===== config.mk =====
export PLATFORM = sky130hd
export DESIGN_NAME = ldpc_minsigner_serial
export DESIGN_NICKNAME = d
export VERILOG_FILES = /design/src/rtl/ldpc_pkg.sv /design/src/rtl/ldpc_min2_tracker.sv /design/src/rtl/ldpc_minsigner_serial.sv
export SDC_FILE = /design/constraint.sdc
export NUM_CORES = 1
export LEC_CHECK = 0
export ABC_AREA = 1
export BUFFER_PORTS_ARGS = -buffer_cell sky130_fd_sc_hd__buf_2
export CELL_PAD_IN_SITES_DETAIL_PLACEMENT = 1
export CELL_PAD_IN_SITES_GLOBAL_PLACEMENT = 2
export CORE_ASPECT_RATIO = 1.2
export CORE_MARGIN = 2
export CORE_UTILIZATION = 30
export DETAILED_ROUTE_END_ITERATION = 8
export PLACE_DENSITY_LB_ADDON = 0.1
export SLEW_MARGIN = 10
export SYNTH_ARGS = -nofsm -noshare
export SYNTH_HDL_FRONTEND = slang
export SYNTH_HIERARCHICAL = 1
export SYNTH_SLANG_ARGS = --single-unit

===== constraint.sdc =====
create_clock -name i_clock -period 4.6 [get_ports i_clock]
set_clock_uncertainty 0.05 [all_clocks]
set_input_delay 0.92 -clock i_clock [delete_from_list [all_inputs] [get_ports i_clock]]
set_output_delay 0.92 -clock i_clock [all_outputs]
set_load 0.02 [all_outputs]

===== src/rtl/ldpc_pkg.sv =====
// Shared LLR types and helpers for the serial min-sum check-node unit.
// Helpers work on a 32-bit container so any WIDTH up to 31 bits can use them.
package ldpc_pkg;

   localparam int LLR_W = 8;

   typedef logic signed [LLR_W-1:0] llr_t;

   typedef enum logic [0:0] {
      ACCUM = 1'b0,
      EMIT  = 1'b1
   } cnu_state_e;

   // Saturating magnitude: the most negative code maps to 2^(w-1)-1.
   function automatic logic [31:0] llr_abs_sat(input logic signed [31:0] x, input int unsigned w);
      logic [31:0] maxmag;
      logic [31:0] mag;
      maxmag = (32'd1 << (w - 1)) - 32'd1;
      mag    = x[31] ? 32'(-x) : 32'(x);
      return (mag > maxmag) ? maxmag : mag;
   endfunction

   function automatic logic [31:0] llr_apply_sign(input logic [31:0] mag, input logic neg);
      return (neg && (mag != 32'd0)) ? (32'd0 - mag) : mag;
   endfunction

endpackage


===== src/rtl/ldpc_min2_tracker.sv =====
// Running first/second minimum, index of the first minimum and sign parity
// over a stream of magnitudes; cleared between rows.
module ldpc_min2_tracker
   import ldpc_pkg::*;
#(
   parameter int WIDTH   = 8,
   parameter int MAX_DEG = 8
) (
   input  logic                       i_clock,
   input  logic                       i_reset,
   input  logic                       i_clear,
   input  logic                       i_update,
   input  logic [WIDTH-2:0]           i_mag,
   input  logic                       i_sign,
   input  logic [$clog2(MAX_DEG)-1:0] i_idx,
   output logic [WIDTH-2:0]           o_min1,
   output logic [WIDTH-2:0]           o_min2,
   output logic [$clog2(MAX_DEG)-1:0] o_idx,
   output logic                       o_parity
);

   localparam logic [WIDTH-2:0] MAXMAG = '1;

   logic [WIDTH-2:0]           r_min1;
   logic [WIDTH-2:0]           r_min2;
   logic [$clog2(MAX_DEG)-1:0] r_idx;
   logic                       r_parity;

   // Strict compares keep the earliest index on ties; an equal later value lands in min2.
   always_ff @(posedge i_clock) begin
      if (i_reset || i_clear) begin
         r_min1   <= MAXMAG;
         r_min2   <= MAXMAG;
         r_idx    <= '0;
         r_parity <= 1'b0;
      end else if (i_update) begin
         r_parity <= r_parity ^ i_sign;
         if (i_mag < r_min1) begin
            r_min2 <= r_min1;
            r_min1 <= i_mag;
            r_idx  <= i_idx;
         end else if (i_mag < r_min2) begin
            r_min2 <= i_mag;
         end
      end
   end

   assign o_min1   = r_min1;
   assign o_min2   = r_min2;
   assign o_idx    = r_idx;
   assign o_parity = r_parity;

endmodule


===== src/rtl/ldpc_minsigner_serial.sv =====
// Streaming min-sum check-node unit: accumulates one row, then emits one extrinsic
// message per input position. Define LDPC_MINSIGNER_OFFSET_MIN_SUM_EN for offset min-sum.
module ldpc_minsigner_serial
   import ldpc_pkg::*;
#(
   parameter int WIDTH   = 8,
   parameter int MAX_DEG = 8,
   parameter int OFFSET  = 1
) (
   input  logic                             i_clock,
   input  logic                             i_reset,
   input  logic signed [WIDTH-1:0]          i_data,
   input  logic                             i_valid,
   input  logic                             i_last,
   output logic                             o_ready,
   output logic signed [WIDTH-1:0]          o_data,
   output logic                             o_valid,
   output logic                             o_last,
   input  logic                             i_ready,
   output logic [$clog2(MAX_DEG+1)-1:0]     o_degree
);

   localparam int CW = $clog2(MAX_DEG + 1);
   localparam int IW = $clog2(MAX_DEG);
   localparam int MW = WIDTH - 1;
   localparam logic [0:0] ST_ACCUM = 1'(ACCUM);
   localparam logic [0:0] ST_EMIT  = 1'(EMIT);

   logic [0:0]         r_state;
   logic [CW-1:0]      r_count;
   logic [CW-1:0]      r_degree;
   logic [IW-1:0]      r_emit_pos;
   logic [MAX_DEG-1:0] r_signs;

   logic               w_accept;
   logic               w_xfer;
   logic               w_row_end;
   logic               w_emit_last;
   logic [MW-1:0]      w_in_mag;
   logic [MW-1:0]      w_min1;
   logic [MW-1:0]      w_min2;
   logic [IW-1:0]      w_idx;
   logic               w_parity;
   logic [MW-1:0]      w_sel_mag;
   logic [MW-1:0]      w_out_mag;
   logic signed [WIDTH-1:0] w_emit_data;

   // Valid/ready: a beat moves on any rising edge where valid && ready; ready never
   // depends on valid, and o_data/o_last/o_degree are register-derived so they hold under stall.
   assign o_ready   = (r_state == ST_ACCUM);
   assign o_valid   = (r_state == ST_EMIT);
   assign w_accept  = i_valid && o_ready;
   assign w_xfer    = o_valid && i_ready;
   assign w_in_mag  = MW'(llr_abs_sat(32'(i_data), WIDTH));
   assign w_row_end = w_accept && (i_last || (r_count == CW'(MAX_DEG - 1)));

   ldpc_min2_tracker #(
      .WIDTH   (WIDTH),
      .MAX_DEG (MAX_DEG)
   ) u_tracker (
      .i_clock  (i_clock),
      .i_reset  (i_reset),
      .i_clear  (w_xfer && w_emit_last),
      .i_update (w_accept),
      .i_mag    (w_in_mag),
      .i_sign   (i_data[WIDTH-1]),
      .i_idx    (r_count[IW-1:0]),
      .o_min1   (w_min1),
      .o_min2   (w_min2),
      .o_idx    (w_idx),
      .o_parity (w_parity)
   );

   assign w_emit_last = (CW'(r_emit_pos) == (r_degree - CW'(1)));
   assign w_sel_mag   = (r_emit_pos == w_idx) ? w_min2 : w_min1;

`ifdef LDPC_MINSIGNER_OFFSET_MIN_SUM_EN
   assign w_out_mag = (w_sel_mag > MW'(OFFSET)) ? (w_sel_mag - MW'(OFFSET)) : '0;
`else
   assign w_out_mag = w_sel_mag;
`endif

   assign w_emit_data = WIDTH'(llr_apply_sign(32'(w_out_mag), w_parity ^ r_signs[r_emit_pos]));

   assign o_data   = o_valid ? w_emit_data : '0;
   assign o_last   = o_valid && w_emit_last;
   assign o_degree = o_valid ? r_degree : '0;

   always_ff @(posedge i_clock) begin
      if (i_reset) begin
         r_state    <= ST_ACCUM;
         r_count    <= '0;
         r_degree   <= '0;
         r_emit_pos <= '0;
         r_signs    <= '0;
      end else begin
         case (r_state)
            ST_ACCUM: begin
               if (w_accept) begin
                  r_signs[r_count[IW-1:0]] <= i_data[WIDTH-1];
                  r_count                  <= r_count + CW'(1);
                  if (w_row_end) begin
                     r_state    <= ST_EMIT;
                     r_degree   <= r_count + CW'(1);
                     r_emit_pos <= '0;
                  end
               end
            end
            default: begin
               if (w_xfer) begin
                  if (w_emit_last) begin
                     r_state    <= ST_ACCUM;
                     r_count    <= '0;
                     r_signs    <= '0;
                     r_emit_pos <= '0;
                  end else begin
                     r_emit_pos <= r_emit_pos + IW'(1);
                  end
               end
            end
         endcase
      end
   end

endmodule


Word level (Yosys, flattened, before mapping):

Index checks and enable logic that the tools add are counted.

* word-level logic and storage cells: 77
* bits in read-only memories: 0
* bits of input ports: 13
* memories: 0
* latch bits: 0
* bits in writable memories: 0
* register bits after elaboration: 38

* multiply operators: 0
* magnitude comparators: 6
* add/sub/neg operators: 5
* muxes and demuxes: 31
* shifts and indexed selects: 0
* reductions and logical operators: 18
* bitwise gates (word level): 3
* eq/ne operators: 5
* divide/modulo/power cells: 0

Operator list (number)
* $mux 8: 6
* $gt 32x7->1 const B: 1
* $mux 32: 1
* $neg 8->32: 1
* $mux 7: 4
* $mux 4: 5
* $mux 3: 5
* $lt 7x7->1: 2
* $reduce_and 3->1: 3
* $bwmux 8: 1
* $lt 3x4->1 const B: 2
* $sub 1x7->8 const A: 1
* $logic_and 1x1->1: 7
* $mux 1: 7
* $reduce_bool 7->1: 1
* $reduce_bool 2->1: 3
* $add 4x1->4 const B: 1
* $eq 3x4->1: 1
* $eq 4x3->1 const B: 1
* $ne 2x1->1 const B: 2
* $reduce_and 2->1: 2
* $sub 4x1->4 const B: 1
* $add 3x1->3 const B: 1
* $bmux 1 s3: 1
* 6 further kinds: 8

Longest topological paths before layout:

Gate-level depths: netlist (run 1).

* depth in word-level cells: 7
* mapped depth: 18
* depth with buffers taken out: 17

Hierarchy:

The synthesis (run 1) kept the hierarchy.

By module, submodules not included
* ldpc_minsigner_serial: area an instance 1746.7 um^2, instances 1, cells an instance 291, sequential area each 400.4 um^2
* ldpc_min2_tracker: area an instance 1126.1 um^2, instances 1, cells an instance 166, sequential area each 360.3 um^2

Worst setup path before layout (run 1):

No wires, ideal clock.

* path type: reg-to-output
* start point: register r_emit_pos[1]
* end point: output o_data[7]
* data required time: 3.630 ns
* arrival: 2.102 ns
* stages on the path, launching flop included: 13
* setup slack: 1.528 ns
* cells stage by stage: dfxtp_1 > xnor2_2 > nand3_4 > nand2_1 > inv_1 > nor2_2 > inv_1 > ha_1 > nand2_2 > nor2_4 > nand2_2 > nand2_2 > nor3_1

* longest elaborated chain between the ends: 6
* elaborated cells between the ends (all ways): 10

RTL lines
* from (decl): RTL line ldpc_minsigner_serial.sv:32 `logic [IW-1:0] r_emit_pos;`
* from (signal assigned): RTL line ldpc_minsigner_serial.sv:117 `r_emit_pos <= r_emit_pos + IW'(1);`
* parallel branches: the longest is 4 deep, another holds $sub 1x7->8
* $mux 8 *: RTL line ldpc_pkg.sv:24 `return (neg && (mag != 32'd0)) ? (32'd0 - mag) : mag;`
* $mux 8 *: RTL line ldpc_minsigner_serial.sv:85 `assign o_data = o_valid ? w_emit_data : '0;`
* to (decl): RTL line ldpc_minsigner_serial.sv:16 `output logic signed [WIDTH-1:0] o_data,`

Mark *: on every way between the ends. The select of a mux whose other input is x is not followed.

Worst setup path after layout (run 1):

* start point: register r_emit_pos[0]
* end point: output o_data[3]

Same word-level chain as after synthesis.

==> impl_metrics.env, run 1 <==
export IMPL_status="completed"
export IMPL_crit_required_ns=3.63
export IMPL_drc=0
export IMPL_antenna_found_initial=0
export IMPL_hp_class="reg -> reg"
export IMPL_nFillCells=1255
export IMPL_syn_nets=487
export IMPL_io_pins=28
export IMPL_synth_xor_area_share_pct=3.96
export IMPL_grt_met1_usage_pct=20.6
export IMPL_cts_htree_levels=2
export IMPL_yosys_area_top_type="dfxtp_1"
export IMPL_port_buffers=27
export IMPL_ant_nets=0
export IMPL_slew_viol_final=0
export IMPL_layoutNonFillerInstCount=607
export IMPL_synth_top_cell_area_share_pct=26.5
export IMPL_die_y_um=111
export IMPL_cts_buffers=5
export IMPL_dp_hpwl_mm=6.83
export IMPL_top_usage_layer="met2"
export IMPL_track_usage_pct=17.5
export IMPL_grt_pass1_wl_mm=14.4
export IMPL_finalCritPeriodShare_pct=76.9
export IMPL_crit_type="reg -> out"
export IMPL_synth_simple_gate_area_share_pct=42.0
export IMPL_dieArea_um2=10400
export IMPL_synthCells=457
export IMPL_cts_tree="built"
export IMPL_start_kind="register"
export IMPL_drt_iter0_markers=86
export IMPL_ir_drop_uv=133
export IMPL_gp_congestion=0.778
export IMPL_p_leak_nw=1.77
export IMPL_clk_pin_slew_ns=0.06
export IMPL_wire_per_inst_um=14.0
export IMPL_synth_yosys_warnings=6
export IMPL_globalRouteOverflowTotal=0
export IMPL_drt_pre_antenna_iters=4
export IMPL_grt_max_degree=24
export IMPL_syn_area_um2=2870
export IMPL_grtUsageMet3_pct=2.45
export IMPL_grt_util_met2_pct=33.2
export IMPL_cts_repair_resized=0
export IMPL_crit_fanout=10
export IMPL_num_nets_final=514
export IMPL_clk_latency_ns=0.28
export IMPL_ys_seq_area_share_pct=26.5
export IMPL_maxSlewHeadroom_pct=51.2
export IMPL_dp_cells=600
export IMPL_hold_viol=0
export IMPL_cts_buffer_depth=2
export IMPL_area_delta_synth_final_pct=13.0
export IMPL_tightest_slew_ns=0.732
export IMPL_synthDistinctLibCells=36
export IMPL_fp_coreArea_um2=9420
export IMPL_hold_worst_slack_ns=0.441
export IMPL_muxShareOfSynthArea_pct=0
export IMPL_cts_sinks=38
export IMPL_min_period_ns=3.54
export IMPL_die_w_um=93.3
export IMPL_initial_utilization_pct=30.5
export IMPL_power_mw=1.13
export IMPL_setup_violations=0
export IMPL_cts_root_buffer="clkbuf_16"
export IMPL_r2r_setup_slack_ns=2.30
export IMPL_drt_wl_total_mm=8.49
export IMPL_synthAdderAreaFrac_pct=7.40
export IMPL_rsz0062_at_grt="no"
export IMPL_clock_fmax_mhz=283
export IMPL_grt_pass1_vias=2989
export IMPL_layout_drive_gt1_share_pct=13.8
export IMPL_synth_compound_area_share_pct=8.67
export IMPL_rows=39
export IMPL_postCtsSetupRepairBufs=0
export IMPL_viasPerCell=4.79
export IMPL_cp_end_kind="output port"
export IMPL_num_vias=2906
export IMPL_avgSynthCellArea_um2=6.29
export IMPL_tns_ns=0
export IMPL_synth_seq_cells=38
export IMPL_n_antenna_cell=0
export IMPL_synthTopCellsByArea="dfxtp_1, nand2_1, nand3_1, inv_1, ha_1"
export IMPL_cts_hold_buf=0
export IMPL_cellPowerDensity_nw_per_um2=349
export IMPL_synth_top_family_by_area="simple AND/OR/NAND/NOR gates"
export IMPL_arrival_ns=2.57
export IMPL_cap_violations=0
==> cell families after synthesis <==
| kind of cell | Yosys count |
|---|---|
| buffers and inverters | 79 |
| AND/OR/NAND/NOR | 270 |
| adder cells (fa/ha/maj) | 17 |
| flip-flops | 38 |
| XOR/XNOR | 10 |
| AO/OA/AOI/OAI | 43 |
==> final timing paths <==
path	startpoint	end	cells after the start
setup / recovery	r_emit_pos[0]	o_data[3]	16
hold / removal	r_signs[7]	r_signs[7]	2
setup reg to reg	o_valid	u_tracker/o_min2[1]	11
hold reg to reg	r_signs[7]	r_signs[7]	2
==> cell type report <==
cell class	count	area, um^2	share of cell area [%]
tap	123	154	4.74
multi-input combinational	340	1780	54.9
clock buffer	5	125	3.85
timing repair buffer	27	135	4.16
inverter	72	275	8.48
clock inverter	2	15.0	0.462
sequential	38	761	23.4
==> registers in the layout (all words and copies together), names as in the netlist <==
name                count
u_tracker/o_min1        7
u_tracker/o_idx         3
u_tracker/o_min2        7
r_emit_pos              3
r_signs                 8
r_degree                4
r_count                 4
o_valid                 1
u_tracker/o_parity      1
==> worst max-delay path: stages, from the launching register on <==
cell	delay (ns)
dfxtp_1	0.56
nand2_1	0.11
nand2_2	0.17
nand3_4	0.16
nor2_1	0.17
nor2_2	0.07
inv_1	0.08
ha_1	0.20
nand2_2	0.08
nor2_4	0.09
nand2_2	0.08
nand2_2	0.10
inv_2	0.06
nand2_1	0.06
nand2_1	0.05
nor2_1	0.08
buf_2	0.17
==> layout by cell type, fill, tap and decap left out <==
cell,n
nand2_2,11
clkinvlp_4,2
xnor2_1,4
nand3_4,2
o31ai_1,1
a21oi_4,1
inv_2,2
nor3_1,4
o22ai_1,1
o211ai_1,1
buf_2,27
inv_4,2
nand2_1,135
and3_1,1
a211oi_1,1
dfxtp_1,38
nor4_1,1
o21ai_2,2
nand4_1,7
inv_1,68
a21oi_2,1
xnor2_2,1
ha_1,17
nand3_2,1
a21oi_1,22
xor2_4,1
o21bai_1,1
nor2_2,4
nand3_1,53
nor2_1,46
or2_2,2
o21ai_0,12
xor2_1,4
clkbuf_16,5
nor2_4,3
==> routing by layer <==
metal  routed length (um)  part of all wire, %
met4                   51                 0.60
met3                  101                  1.2
met2                 4570                   54
met1                 3770                   44
met5                    0                    0
==> stage by stage <==
stage	utilization (%)	instance area (um^2)	setup slack, ns
3_5_place_dp	33.0	3110	1.00
6_report	34.5	3250	1.06
2_1_floorplan	-	2870	1.53
5_1_grt	34.5	3250	0.773
3_3_place_gp	33.0	3110	1.15
4_1_cts	34.5	3250	1.03
==> synth_stat cells (all sizes together) <==
cell type,instances
o21bai,1
clkbuf,4
o31ai,1
xnor2,5
a211oi,1
o21ai,14
or2,2
nand3,56
nand4,7
inv,72
ha,17
and3,1
o211ai,1
buf,3
xor2,5
nand2,146
nor3,4
a21oi,24
nor4,1
o22ai,1
dfxtp,38
nor2,53
==> power breakdown <==
group          switching [mW]  internal, mW  total [mW]
Clock                   0.134         0.198       0.331
Sequential             0.0428         0.362       0.405
Combinational           0.261         0.136       0.396
(Power assumes the default switching activity.)
==> run 2, diff against run 1 <==
- CORE_UTILIZATION: 30 -> 29
- clock period: 4.6 -> 3.1 ns (I/O delays scaled with it)
==> impl_metrics.env, run 2 (synthesis results as in run 1) <==
export IMPL_final_core_util_pct=35.5
export IMPL_crit_buf_inv=5
export IMPL_multi_input_area_um2=1810
export IMPL_antenna_found_initial=0
export IMPL_area_delta_synth_final_pct=18.1
export IMPL_status="completed"
export IMPL_n_antenna_cell=0
export IMPL_cts_root_buffer="clkbuf_16"
export IMPL_rsz0062_at_grt="no"
export IMPL_setup_violations=0
export IMPL_io_pins=28
export IMPL_globalRouteOverflowTotal=0
export IMPL_crit_type="reg -> out"
export IMPL_num_vias=2932
export IMPL_crit_fanout=7
export IMPL_cts_buffer_depth=2
export IMPL_dieArea_um2=10700
export IMPL_seqCellArea_um2=762
export IMPL_layout_common_cells="nand2_1, inv_1, nand3_1"
export IMPL_fin_area_um2=3390
export IMPL_cp_slowest_cell="dfxtp_2"
export IMPL_cellPowerDensity_nw_per_um2=537
export IMPL_drt_pre_antenna_iters=4
export IMPL_tightest_slew_ns=0.689
export IMPL_initial_utilization_pct=30.0
export IMPL_largest_reg_flops=8
export IMPL_crit_family="simple AND/OR/NAND/NOR gates"
export IMPL_p_leak_nw=1.85
export IMPL_top_usage_layer="met2"
export IMPL_drt_wl_total_mm=8.57
export IMPL_grt_met1_usage_pct=20.0
export IMPL_start_kind="register"
export IMPL_ant_nets=0
export IMPL_cp_slowest_stage_delay_ns=0.34
export IMPL_maxSlewHeadroom_pct=54.0
export IMPL_critPathMostFrequentCell="nand2_2"
export IMPL_nFillCells=1278
export IMPL_fp_coreArea_um2=9560
export IMPL_largest_register="r_signs"
export IMPL_dp_hpwl_mm=6.96
export IMPL_cts_tree="built"
export IMPL_dp_cells=611
export IMPL_num_nets_final=526
export IMPL_clk_pin_slew_ns=0.07
export IMPL_cts_hold_buf=0
export IMPL_die_w_um=94.9
export IMPL_ir_drop_uv=179
export IMPL_grt_max_degree=24
export IMPL_layoutNonFillerInstCount=620
export IMPL_rows=39
export IMPL_cts_htree_levels=2
export IMPL_hold_viol=0
export IMPL_grt_pass1_vias=2990
export IMPL_min_period_ns=2.89
export IMPL_crit_required_ns=2.43
export IMPL_finalCritPeriodShare_pct=93.3
export IMPL_layout_commonest_cell="nand2_1"
export IMPL_track_usage_pct=17.4
export IMPL_hp_class="reg -> reg"
export IMPL_die_y_um=113
export IMPL_cp_end_kind="output port"
export IMPL_grtUsageMet3_pct=2.93
export IMPL_viasPerCell=4.73
export IMPL_layout_drive_gt1_share_pct=17.1
export IMPL_port_buffers=27
export IMPL_clk_latency_ns=0.29
export IMPL_arrival_ns=2.22
export IMPL_hold_worst_slack_ns=0.442
export IMPL_grt_pass1_wl_mm=14.4
export IMPL_drc=0
export IMPL_cts_sinks=38
export IMPL_slew_viol_final=0
export IMPL_grt_util_met2_pct=32.0
export IMPL_cap_violations=0
export IMPL_gp_congestion=0.752
export IMPL_worstPathCellList="inv_4 -> nand2_2 -> nand2_4 -> nand3_4 -> nand2_1 -> inv_1 -> nor2_4 -> inv_1 -> ha_2 -> nand2_2 -> nor2_4 -> nand2_2 -> nand2_2 -> inv_2 -> nor2_1 -> nor2_1 -> buf_4"
export IMPL_tns_ns=0
export IMPL_dpl_cell_area_um2=3190
export IMPL_clock_fmax_mhz=346
export IMPL_drt_iter0_markers=63
export IMPL_wire_per_inst_um=13.8
export IMPL_cts_buffers=5
[run 2: cell types whose count changed in the layout (fill, tap and decap cells not counted), sizes merged]
cell / before / now
clkinv: 0 / 2
clkinvlp: 2 / 0
bufinv: 0 / 1
buf: 27 / 39
[run 2: tightest hold or removal path, cell delays in order (launching register included)]
cell and delay (ns):
dfxtp_1 0.33, nand2_1 0.07, a21oi_1 0.05
[run 2: layout make-up]
type                    count  area share, %
flip-flops and latches     38           22.5
repair buffers             39           6.78
clock buffers               5           3.69
well taps                 123           4.54
clock inverters             3           1.18
multi-input cells         340           53.2
inverters                  72           8.11
[run 2: report_power, final]
group / internal [mW] / total (mW) / switching [mW] / leakage (nW)
Sequential: 0.537 / 0.598 / 0.0606 / 0.313
Combinational: 0.229 / 0.630 / 0.401 / 1.45
Clock: 0.377 / 0.593 / 0.216 / 0.0836
Total: 1.14 / 1.82 / 0.677 / 1.85
[run 2: stage by stage]
stage                     total power, mW  worst slack [ns]
after global routing                 1.97           0.00966
after CTS                            1.84            0.0372
after floorplan                      1.05             0.328
after detailed placement             1.23             0.105
after global placement               1.22             0.125
final                                1.82             0.209
[run 2: what timing repair did]
| action | 4_1_cts | 5_1_grt |
|---|---|---|
| resized for setup | 0 | 10 |
| endpoints found under the hold margin | 0 | 0 |
| pin swaps | 0 | 1 |
| buffers inserted | 1 | 0 |
| endpoints found under the setup margin | 2 | 6 |
[run 2: final timing paths]
kind	start	end	slack [ns]	cells after the start
hold reg to reg	r_count[3]	r_count[3]	0.44	2
setup / recovery	r_emit_pos[0]	o_data[6]	0.21	17
setup reg to reg	o_valid	u_tracker/o_min2[1]	0.79	11
hold / removal	r_count[3]	r_count[3]	0.44	2
[run 2: per-layer routing]
metal,up-vias,part of all wire [%],wire length (um)
met5,-,0,0
met4,0,1.9,160
met3,10,1.5,128
met2,18,52,4450
met1,1377,45,3830
li1,1527,-,-
